<file path="src/rtl/nes_mem_scheduler_if.sv">
// Requester and SDRAM-side bus bundle for nes_mem_scheduler.
// master: loader/host requesters plus SDRAM model; slave: the scheduler.
interface nes_mem_scheduler_if #(
    parameter int ADDR_W = 22
);
    logic              ldr_valid;
    logic [ADDR_W-1:0] ldr_addr;
    logic [7:0]        ldr_data;
    logic              ldr_ready;

    logic              host_req;
    logic [ADDR_W-1:0] host_addr;
    logic              host_ack;
    logic [7:0]        host_data;

    logic [ADDR_W+2:0] sd_addr;
    logic              sd_we;
    logic [7:0]        sd_din;
    logic              sd_oeA;
    logic              sd_oeB;
    logic [7:0]        sd_doutA;

    modport master (
        output ldr_valid, ldr_addr, ldr_data,
        input  ldr_ready,
        output host_req, host_addr,
        input  host_ack, host_data,
        input  sd_addr, sd_we, sd_din, sd_oeA, sd_oeB,
        output sd_doutA
    );

    modport slave (
        input  ldr_valid, ldr_addr, ldr_data,
        output ldr_ready,
        input  host_req, host_addr,
        output host_ack, host_data,
        output sd_addr, sd_we, sd_din, sd_oeA, sd_oeB,
        input  sd_doutA
    );
endinterface

</file>
<file path="src/rtl/nes_mem_scheduler.sv">
// Slot scheduler for the shared SDRAM port: loader FIFO, NES, host reads.
// Ports: clock/R_reset, nes_ce slot phase, load_done, NES strobes,
// nes_hold, fifo_level, and the bus interface (loader/host/sdram).
module nes_mem_scheduler #(
    parameter int FIFO_DEPTH = 4,
    parameter int ADDR_W     = 22
) (
    input  logic                         clock,
    input  logic                         R_reset,
    input  logic [1:0]                   nes_ce,
    input  logic                         load_done,
    input  logic [ADDR_W-1:0]            nes_addr,
    input  logic                         nes_rd_cpu,
    input  logic                         nes_rd_ppu,
    input  logic                         nes_wr,
    input  logic [7:0]                   nes_dout,
    output logic                         nes_hold,
    output logic [$clog2(FIFO_DEPTH):0]  fifo_level,
    nes_mem_scheduler_if.slave           bus
);
    localparam int PTR_W = $clog2(FIFO_DEPTH);
    localparam int LVL_W = PTR_W + 1;

    typedef enum logic [1:0] {
        LOAD_IDLE,
        LOAD_WR,
        NES,
        HOST
    } sel_t;

    sel_t              sel_q, sel_d;
    logic [ADDR_W-1:0] cmd_addr_q, cmd_addr_d;
    logic [7:0]        cmd_data_q, cmd_data_d;
    logic [PTR_W-1:0]  wr_ptr_q, wr_ptr_d;
    logic [PTR_W-1:0]  rd_ptr_q, rd_ptr_d;
    logic [LVL_W-1:0]  level_q, level_d;
    logic              host_ack_q, host_ack_d;
    logic [7:0]        host_data_q, host_data_d;

    logic [ADDR_W-1:0] fifo_addr [FIFO_DEPTH];
    logic [7:0]        fifo_data [FIFO_DEPTH];

    logic boundary;
    logic in_load;
    logic fifo_empty;
    logic push;
    logic pop;

    assign boundary   = (nes_ce == 2'd3);
    assign in_load    = (sel_q == LOAD_IDLE) || (sel_q == LOAD_WR);
    assign fifo_empty = (level_q == '0);

    assign bus.ldr_ready = (level_q < LVL_W'(FIFO_DEPTH)) & ~R_reset;
    assign push          = bus.ldr_valid & bus.ldr_ready;

    // Owner decision, evaluated only on the boundary edge.
    // Leaving HOST always goes somewhere other than HOST, which gives the
    // one-idle-slot spacing between host reads for free.
    always_comb begin
        sel_d       = sel_q;
        cmd_addr_d  = cmd_addr_q;
        cmd_data_d  = cmd_data_q;
        host_ack_d  = 1'b0;
        host_data_d = host_data_q;
        pop         = 1'b0;
        if (boundary) begin
            if (sel_q == HOST) begin
                host_ack_d  = 1'b1;
                host_data_d = bus.sd_doutA;
            end
            if (!load_done || in_load) begin
                if (!fifo_empty) begin
                    pop        = 1'b1;
                    sel_d      = LOAD_WR;
                    cmd_addr_d = fifo_addr[rd_ptr_q];
                    cmd_data_d = fifo_data[rd_ptr_q];
                end else if (load_done) begin
                    sel_d = NES;
                end else begin
                    sel_d = LOAD_IDLE;
                end
            end else if (sel_q == NES && bus.host_req) begin
                sel_d      = HOST;
                cmd_addr_d = bus.host_addr;
            end else begin
                sel_d = NES;
            end
        end
    end

    always_comb begin
        wr_ptr_d = wr_ptr_q + PTR_W'(push);
        rd_ptr_d = rd_ptr_q + PTR_W'(pop);
        level_d  = level_q + LVL_W'(push) - LVL_W'(pop);
    end

    always_ff @(posedge clock) begin
        if (R_reset) begin
            sel_q       <= LOAD_IDLE;
            cmd_addr_q  <= '0;
            cmd_data_q  <= '0;
            wr_ptr_q    <= '0;
            rd_ptr_q    <= '0;
            level_q     <= '0;
            host_ack_q  <= 1'b0;
            host_data_q <= '0;
        end else begin
            sel_q       <= sel_d;
            cmd_addr_q  <= cmd_addr_d;
            cmd_data_q  <= cmd_data_d;
            wr_ptr_q    <= wr_ptr_d;
            rd_ptr_q    <= rd_ptr_d;
            level_q     <= level_d;
            host_ack_q  <= host_ack_d;
            host_data_q <= host_data_d;
        end
    end

    // Storage needs no reset; occupancy is tracked by the pointers.
    always_ff @(posedge clock) begin
        if (push) begin
            fifo_addr[wr_ptr_q] <= bus.ldr_addr;
            fifo_data[wr_ptr_q] <= bus.ldr_data;
        end
    end

    always_comb begin
        bus.sd_addr = {3'b000, cmd_addr_q};
        bus.sd_we   = 1'b0;
        bus.sd_din  = cmd_data_q;
        bus.sd_oeA  = 1'b0;
        bus.sd_oeB  = 1'b0;
        unique case (sel_q)
            LOAD_IDLE: ;
            LOAD_WR: bus.sd_we = 1'b1;
            NES: begin
                bus.sd_addr = {3'b000, nes_addr};
                bus.sd_we   = nes_wr;
                bus.sd_din  = nes_dout;
                bus.sd_oeA  = nes_rd_cpu;
                bus.sd_oeB  = nes_rd_ppu;
            end
            HOST: begin
                bus.sd_din = 8'h00;
                bus.sd_oeA = 1'b1;
            end
        endcase
    end

    assign nes_hold      = (sel_q != NES);
    assign fifo_level    = level_q;
    assign bus.host_ack  = host_ack_q;
    assign bus.host_data = host_data_q;
endmodule

</file>
<file path="src/flat_wrapper.sv">
// flat-port wrapper written by rule: the top's interface ports become plain ports
module nes_mem_scheduler_flat 
#(
    parameter int FIFO_DEPTH = 4,
    parameter int ADDR_W     = 22
)
  (clock, R_reset, nes_ce, load_done, nes_addr, nes_rd_cpu, nes_rd_ppu, nes_wr, nes_dout, nes_hold, fifo_level, bus_ldr_valid, bus_ldr_addr, bus_ldr_data, bus_ldr_ready, bus_host_req, bus_host_addr, bus_host_ack, bus_host_data, bus_sd_addr, bus_sd_we, bus_sd_din, bus_sd_oeA, bus_sd_oeB, bus_sd_doutA);
  nes_mem_scheduler_if #(.ADDR_W(ADDR_W)) bus_i ();
  input  logic clock;
  input  logic R_reset;
  input  logic [1:0] nes_ce;
  input  logic load_done;
  input  logic [ADDR_W-1:0] nes_addr;
  input  logic nes_rd_cpu;
  input  logic nes_rd_ppu;
  input  logic nes_wr;
  input  logic [7:0] nes_dout;
  output logic nes_hold;
  output logic [$clog2(FIFO_DEPTH):0] fifo_level;
  input wire logic [$bits(bus_i.ldr_valid)-1:0] bus_ldr_valid;
  input wire logic [$bits(bus_i.ldr_addr)-1:0] bus_ldr_addr;
  input wire logic [$bits(bus_i.ldr_data)-1:0] bus_ldr_data;
  output wire logic [$bits(bus_i.ldr_ready)-1:0] bus_ldr_ready;
  input wire logic [$bits(bus_i.host_req)-1:0] bus_host_req;
  input wire logic [$bits(bus_i.host_addr)-1:0] bus_host_addr;
  output wire logic [$bits(bus_i.host_ack)-1:0] bus_host_ack;
  output wire logic [$bits(bus_i.host_data)-1:0] bus_host_data;
  output wire logic [$bits(bus_i.sd_addr)-1:0] bus_sd_addr;
  output wire logic [$bits(bus_i.sd_we)-1:0] bus_sd_we;
  output wire logic [$bits(bus_i.sd_din)-1:0] bus_sd_din;
  output wire logic [$bits(bus_i.sd_oeA)-1:0] bus_sd_oeA;
  output wire logic [$bits(bus_i.sd_oeB)-1:0] bus_sd_oeB;
  input wire logic [$bits(bus_i.sd_doutA)-1:0] bus_sd_doutA;
  assign bus_i.ldr_valid = bus_ldr_valid;
  assign bus_i.ldr_addr = bus_ldr_addr;
  assign bus_i.ldr_data = bus_ldr_data;
  assign bus_ldr_ready = bus_i.ldr_ready;
  assign bus_i.host_req = bus_host_req;
  assign bus_i.host_addr = bus_host_addr;
  assign bus_host_ack = bus_i.host_ack;
  assign bus_host_data = bus_i.host_data;
  assign bus_sd_addr = bus_i.sd_addr;
  assign bus_sd_we = bus_i.sd_we;
  assign bus_sd_din = bus_i.sd_din;
  assign bus_sd_oeA = bus_i.sd_oeA;
  assign bus_sd_oeB = bus_i.sd_oeB;
  assign bus_i.sd_doutA = bus_sd_doutA;
  nes_mem_scheduler #(.FIFO_DEPTH(FIFO_DEPTH), .ADDR_W(ADDR_W)) u_core (.clock(clock), .R_reset(R_reset), .nes_ce(nes_ce), .load_done(load_done), .nes_addr(nes_addr), .nes_rd_cpu(nes_rd_cpu), .nes_rd_ppu(nes_rd_ppu), .nes_wr(nes_wr), .nes_dout(nes_dout), .nes_hold(nes_hold), .fifo_level(fifo_level), .bus(bus_i));
endmodule
</file>
<file path="config.mk">
export PLATFORM = sky130hd
export DESIGN_NAME = nes_mem_scheduler_flat
export DESIGN_NICKNAME = d
export VERILOG_FILES = /design/src/rtl/nes_mem_scheduler_if.sv /design/src/rtl/nes_mem_scheduler.sv /design/src/flat_wrapper.sv
export SDC_FILE = /design/constraint.sdc
export NUM_CORES = 1
export LEC_CHECK = 0
export ABC_CLOCK_PERIOD_IN_PS = 3400
export CAP_MARGIN = 20
export CORE_ASPECT_RATIO = 1.4
export CORE_MARGIN = 4
export CORE_UTILIZATION = 47
export CTS_BUF_LIST = sky130_fd_sc_hd__clkbuf_8
export CTS_CLUSTER_DIAMETER = 200
export DETAILED_ROUTE_END_ITERATION = 6
export HOLD_SLACK_MARGIN = 0.05
export PLACE_DENSITY_LB_ADDON = 0.1
export SLEW_MARGIN = 20
export SYNTH_ARGS = -nofsm -noshare
export SYNTH_HDL_FRONTEND = slang
export SYNTH_SLANG_ARGS = --single-unit
</file>
<file path="constraint.sdc">
create_clock -name clock -period 3.4 [get_ports clock]
set_input_delay 0.34 -clock clock [delete_from_list [all_inputs] [get_ports clock]]
set_output_delay 0.34 -clock clock [all_outputs]
set_load 0.01 [all_outputs]
</file>
==> flow_metrics.tcl, run 1 <==
set metrics [dict create \
    switching_share_pct 26.5 \
    switching_power_mw 1.28 \
    hold_class "reg -> reg" \
    synth_edf_count 120 \
    wirelength_mm 15.4 \
    arrival_ns 2.58 \
    post-route-period-util_pct 85.9 \
    cts_hold_buf 0 \
    intPower_mw 3.56 \
    syn_inst 475 \
    gp_congestion 0.780 \
    max_slew_margin_pct 35.4 \
    worst-slew-pin-transition_ns 0.964 \
    postSynth.topFlopCell "edfxtp_1" \
    grt_pass1_wl_mm 24.6 \
    path_max_fanout 24 \
    syn_area_um2 6940 \
    initial_core_util_pct 48.1 \
    dieArea_um2 16800 \
    io_buffers 146 \
    drive_gt1_share_pct 17.5 \
    die_w_um 111 \
    outcome "completed" \
    yosys_warnings 0 \
    startpoint_type "register" \
    die_y_um 152 \
    firstDrtPassIters 4 \
    crit_required_ns 3.06 \
    row_count 52 \
    drtIter0Drc 159 \
    hpwl_mm 10.5 \
    antenna_cells 0 \
    cts_tree "done" \
    drv_cap 0 \
    design_power_total_mw 4.84 \
    nets 727 \
    vias 4412 \
    overflow 0 \
    period_minus_slack_ns 2.92 \
    root_buffer "clkbuf_8" \
    ys_seq_elements 168 \
    design_area_um2 8990 \
    slew_violations 0 \
    fmax_ghz 0.342 \
    ir_drop_mv 0.261 \
    cts_resized 0 \
    clockBufferDepth 2 \
    syn2layout_area_growth_pct 29.5 \
    cts.sinks 168 \
    yosysTopAreaCell "edfxtp_1" \
    clk_pin_slew_ns 0.08 \
    synth_top_area_share_pct 51.9 \
    leakage_nw 2.97 \
    cts_buffers 17 \
    yosysUniqueCellTypes 34 \
    p_comb_share_pct 22.7 \
    viasPerCell 5.37 \
    hold_viol_final 0 \
    power_density_nw_per_um2 539 \
    synth.avg_cell_area_um2 14.6 \
    insertion_delay_ns 0.43 \
    skew_ns 0.0103 \
    dpl-instance-area_um2 8610 \
    post_drt_wl_per_cell_um 18.8 \
    seq_power_share_pct 49.8 \
    worstSetupPathType "reg -> out" \
    post_cts_buffers 0 \
    p_clk_share_pct 27.5 \
    coreArea_um2 14400 \
    async_flop_share_pct 0 \
    endpoint_kind "output pin" \
    grt_max_degree 49 \
    yosysSeqAreaShare_pct 65.8 \
    h-tree-depth 4 \
    synth.area.top_cells "edfxtp_1 52%, dfxtp_1 14%, mux4_2 9.7%, a211oi_1 4.4%, nand2_1 3.6%" \
    drc 0 \
    antenna_found_initial 0 \
    io_pins 150 \
    grt_pass1_vias 4675 \
    hold_slack_ns 0.459 \
    setup-violations-final 0 \
    grt_usage_pct 19.0 \
    fin_tns_setup_ns 0 \
    drtAntennaViolNets 0 \
    rsz0062_at_grt "false" \
]
## worst max-delay path, stage by stage (launching register included)
cell             delay (ns)
dfxtp_1                0.35
inv_1                  0.09
ha_2                   0.59
buf_4                  0.33
a21oi_1                0.09
nor2b_1                0.12
clkdlybuf4s50_1        0.57
## cell usage after synthesis (all sizes together) (5+ instances only)
| cell | n |
|---|---|
| clkbuf | 19 |
| edfxtp | 120 |
| dfxtp | 48 |
| nor3 | 25 |
| o21ai | 8 |
| a21oi | 18 |
| buf | 18 |
| nand2b | 8 |
| a211oi | 45 |
| nand2 | 67 |
| ha | 6 |
| inv | 5 |
| mux2 | 22 |
| nor2 | 10 |
| mux4 | 30 |
## metal layers
layer / global-route usage [%] / vias up / routed length [µm]
li1: - / 2081 / -
met1: 23.6 / 2147 / 6450
met2: 32.7 / 175 / 7750
met3: 4.97 / 9 / 1100
met4: 6.22 / 0 / 120
met5: 0 / - / 0
## kinds of logic (layout without fill, tap and decap cells)
group           Yosys count  in the layout  synth area share [%]
compound gates           73             73                  7.25
xor+xnor                  6              6                 0.757
fa+ha+maj                 7              7                  1.37
buf+inv                  42            198                  2.78
flops                   168            168                  65.8
mux                      53             53                  13.6
other cells               1              3                0.0540
simple gates            125            125                  8.40
## cells in the final DEF, fill, tap and decap left out, drive strengths merged, types with 2 or more instances in the layout
cell type / Yosys / final
a21oi: 18 / 18
and2: 3 / 3
nor2b: 3 / 3
clkinv: 0 / 6
edfxtp: 120 / 120
and3: 3 / 3
mux4: 30 / 30
clkinvlp: 0 / 2
clkbuf: 19 / 17
o21ai: 8 / 8
nor3b: 2 / 2
nand2: 67 / 67
bufinv: 0 / 2
nand2b: 8 / 8
ha: 6 / 6
xor2: 2 / 2
xnor2: 4 / 4
nor2: 10 / 10
nor3: 25 / 25
mux2: 22 / 22
a211oi: 45 / 45
buf: 18 / 16
dfxtp: 48 / 48
inv: 5 / 10
clkdlybuf4s50: 0 / 145
conb: 1 / 3
## registers in the layout, indices dropped and copies added, names as in the netlist
register	flops
u_core.fifo_addr	88
u_core.bus.host_ack	1
u_core.cmd_data_q	8
u_core.wr_ptr_q	2
u_core.sel_q	2
u_core.bus.host_data	8
u_core.fifo_data	32
u_core.rd_ptr_q	2
u_core.fifo_level	3
u_core.cmd_addr_q	22
## power groups by stage
stage | Clock [mW] | Combinational (mW) | Sequential (mW)
global route | 1.46 | 1.20 | 2.43
finish | 1.33 | 1.10 | 2.41
global placement | 0 | 1.09 | 2.45
detailed placement | 0 | 1.11 | 2.46
CTS | 1.37 | 1.11 | 2.41
floorplan | 0 | 0.684 | 2.43
## path summary, 6_finish.rpt
check / start / slack [ns] / to / depth (start not counted)
worst max-delay path: u_core.sel_q[0] / 0.48 / bus_sd_we / 6
worst max register to register: u_core.sel_q[0] / 0.85 / u_core.cmd_addr_q[11] / 7
worst min register to register: u_core.bus.host_data[2] / 0.46 / u_core.bus.host_data[2] / 2
worst min-delay path: u_core.bus.host_data[2] / 0.46 / u_core.bus.host_data[2] / 2
## through the flow
step                      utilization [%]  instances  setup WS [ns]
after detailed placement             59.6        790          0.730
after global placement               59.6        790          0.847
after global routing                 62.2        822          0.304
after floorplan                         -        477          0.151
final                                62.2        822          0.480
after CTS                            62.2        822          0.406
## layout make-up
type,count,area [µm²]
tap,189,236
sequential,168,4570
timing repair buffer,161,1570
multi-input combinational,267,2220
clock inverter,15,140
clock buffer,17,234
inverter,5,18.8
fill,1139,5460
No activity file was read; power rests on OpenSTA's default activity.
==> run 2: changes to the inputs <==
--- a/config.mk
+++ b/config.mk
@@ -12,8 +12,9 @@
 export CORE_UTILIZATION = 47
 export CTS_BUF_LIST = sky130_fd_sc_hd__clkbuf_8
 export CTS_CLUSTER_DIAMETER = 200
+export CTS_CLUSTER_SIZE = 30
 export DETAILED_ROUTE_END_ITERATION = 6
-export HOLD_SLACK_MARGIN = 0.05
+export HOLD_SLACK_MARGIN = 0.12
 export PLACE_DENSITY_LB_ADDON = 0.1
 export SLEW_MARGIN = 20
 export SYNTH_ARGS = -nofsm -noshare
==> results of run 2 <==
Final layout, timing and power as in run 1 (identical DEF).
==> run 3: changes to the inputs <==
--- a/config.mk
+++ b/config.mk
@@ -5,11 +5,11 @@
 export SDC_FILE = /design/constraint.sdc
 export NUM_CORES = 1
 export LEC_CHECK = 0
-export ABC_CLOCK_PERIOD_IN_PS = 3400
+export ABC_CLOCK_PERIOD_IN_PS = 2710
 export CAP_MARGIN = 20
 export CORE_ASPECT_RATIO = 1.4
 export CORE_MARGIN = 4
-export CORE_UTILIZATION = 47
+export CORE_UTILIZATION = 49
 export CTS_BUF_LIST = sky130_fd_sc_hd__clkbuf_8
 export CTS_CLUSTER_DIAMETER = 200
 export CTS_CLUSTER_SIZE = 30
==> constraint.sdc (replaced) <==
create_clock -name clock -period 2.71 [get_ports clock]
set_input_delay 0.271 -clock clock [delete_from_list [all_inputs] [get_ports clock]]
set_output_delay 0.271 -clock clock [all_outputs]
set_load 0.01 [all_outputs]
==> run 3 against run 2 <==
Net effect: first-iteration DRC count increased by 74%; non-clock buffer count increased by 2; critical path depth decreased by 1; sequential share of layout area decreased by 0.41 points; critical path type unchanged; largest cell class unchanged; highest routed layer unchanged.
==> flow_metrics.tcl, run 3 (synthesis results as in run 1) <==
set metrics [dict create \
    outcome "completed" \
    h-tree-depth 4 \
    reg2reg_depth 10 \
    fin_tns_setup_ns 0 \
    fillers 1066 \
    grt_pass1_vias 4586 \
    clk_pin_slew_ns 0.09 \
    post_drt_wl_per_cell_um 18.5 \
    rsz0062_at_grt "false" \
    grt_usage_pct 19.6 \
    mostFrequentLayoutCells "145 x clkdlybuf4s50_1, 120 x edfxtp_1, 67 x nand2_1, 46 x dfxtp_1, 41 x a211oi_1" \
    multiInputGateArea_um2 2240 \
    ir_drop_mv 0.327 \
    path_max_fanout 13 \
    reg2reg_to "u_core.fifo_level[2]" \
    die_y_um 149 \
    hold_depth 3 \
    row_count 51 \
    cts_buffers 17 \
    firstDrtPassIters 4 \
    min_from "bus_sd_doutA[1]" \
    grt_pass1_wl_mm 24.1 \
    top_regs "u_core.fifo_addr (88), u_core.fifo_data (32), u_core.cmd_addr_q (22)" \
    largest_register_ffs 88 \
    final_cells 819 \
    cts.sinks 168 \
    drv_cap 0 \
    switching_power_mw 1.65 \
    viasPerCell 5.38 \
    skew_ns 0.00958 \
    power_density_nw_per_um2 682 \
    drc 0 \
    drtIter0Drc 276 \
    startpoint "u_core.sel_q[0]" \
    post-route-period-util_pct 91.3 \
    fmax_ghz 0.404 \
    p_clk_share_pct 27.7 \
    cts_hold_buf 0 \
    drtAntennaViolNets 0 \
    regArea_um2 4570 \
    p_comb_share_pct 23.1 \
    switching_share_pct 26.7 \
    worstSetupPathType "reg -> out" \
    slew_violations 0 \
    r2r_start "u_core.sel_q[1]" \
    coreArea_um2 13900 \
    hold_viol_final 0 \
    max_slew_margin_pct 40.2 \
    insertion_delay_ns 0.44 \
    wl_met2_mm 7.76 \
    antenna_cells 0 \
    endpoint_kind "output pin" \
    final_common_cell "clkdlybuf4s50_1" \
    drive_gt1_share_pct 18.3 \
    wl_met3_mm 1.01 \
    syn2layout_area_growth_pct 30.6 \
    dieArea_um2 16200 \
    overflow 0 \
    period_minus_slack_ns 2.47 \
    cts_tree "done" \
    root_buffer "clkbuf_8" \
    initial_core_util_pct 49.9 \
    nets 729 \
    reg2reg_setup_slack_ns 0.32 \
    seq_power_share_pct 49.2 \
    dp_cells 788 \
    arrival_ns 2.20 \
    hold_end "u_core.bus.host_data[1]" \
    io_pins 150 \
    leakage_nw 2.97 \
    worst-slew-pin-transition_ns 0.897 \
    routed.top_layer "met4" \
    wirelength_mm 15.1 \
    crit_required_ns 2.44 \
    antenna_found_initial 0 \
    regMostFlops "u_core.fifo_addr" \
    wl_met1_mm 6.20 \
    grt_max_degree 49 \
    intPower_mw 4.53 \
    vias 4406 \
    hold_class "in -> reg" \
    startpoint_type "register" \
    die_w_um 109 \
    hpwl_mm 10.4 \
    clockBufferDepth 2 \
    setup-violations-final 0 \
    gp_congestion 0.722 \
    io_buffers 146 \
]
==> run 3: cell count changes in the layout (fill, tap and decap cells not counted), sizes merged <==
cell	delta
inv	-1
buf	+2
clkinv	-2
clkinvlp	+2
==> run 3: worst max-delay path by stage <==
stage	endpoint	slack, ns
2_1_floorplan	u_core.fifo_addr[2][0]	0.12
3_3_place_gp	u_core.fifo_level[2]	0.35
3_5_place_dp	u_core.cmd_addr_q[9]	0.29
4_1_cts	bus_sd_addr[20]	0.04
5_1_grt	bus_sd_din[0]	0.07
6_report	bus_sd_addr[20]	0.24
==> run 3: what timing repair did <==
action                     in CTS  in global routing
resized for setup               0                  1
setup buffers                   0                  0
setup endpoints to repair       0                 21
==> run 3: cell type report <==
cell class | count | share of cell area (%)
timing repair buffer | 163 | 17.9
inverter | 5 | 0.207
sequential | 168 | 50.4
clock inverter | 14 | 1.66
multi-input combinational | 267 | 24.7
clock buffer | 17 | 2.58
tap | 185 | 2.55
==> run 3: power groups by stage <==
stage | logic, mW | registers [mW] | clock network, mW
2_1_floorplan | 0.859 | 3.04 | 0
3_3_place_gp | 1.41 | 3.09 | 0
3_5_place_dp | 1.44 | 3.10 | 0
5_1_grt | 1.55 | 3.07 | 1.89
4_1_cts | 1.45 | 3.04 | 1.75
6_report | 1.43 | 3.04 | 1.71
==> run 3: critical path, stage by stage, from the launching register on <==
cell	delay, ns
dfxtp_1	0.35
inv_1	0.13
ha_4	0.28
buf_12	0.18
mux2_2	0.34
clkdlybuf4s50_1	0.48
==> run 3: metrics by stage <==
stage	area, µm²	hold slack, ns	power [mW]	util [%]	worst slack [ns]
6_report	9060	0.385	6.18	65.1	0.236
2_1_floorplan	6960	0.370	3.90	-	0.122
3_3_place_gp	8670	0.445	4.51	62.3	0.346
4_1_cts	9050	0.359	6.24	65.1	0.0371
5_1_grt	9060	0.362	6.51	65.1	0.0678
3_5_place_dp	8670	0.449	4.54	62.3	0.289
==> run 3: layer usage <==
layer,vias to the layer above,GRT usage [%]
li1,2089,-
met1,2151,25.7
met2,153,32.9
met3,13,4.81
met4,0,5.24
met5,-,0
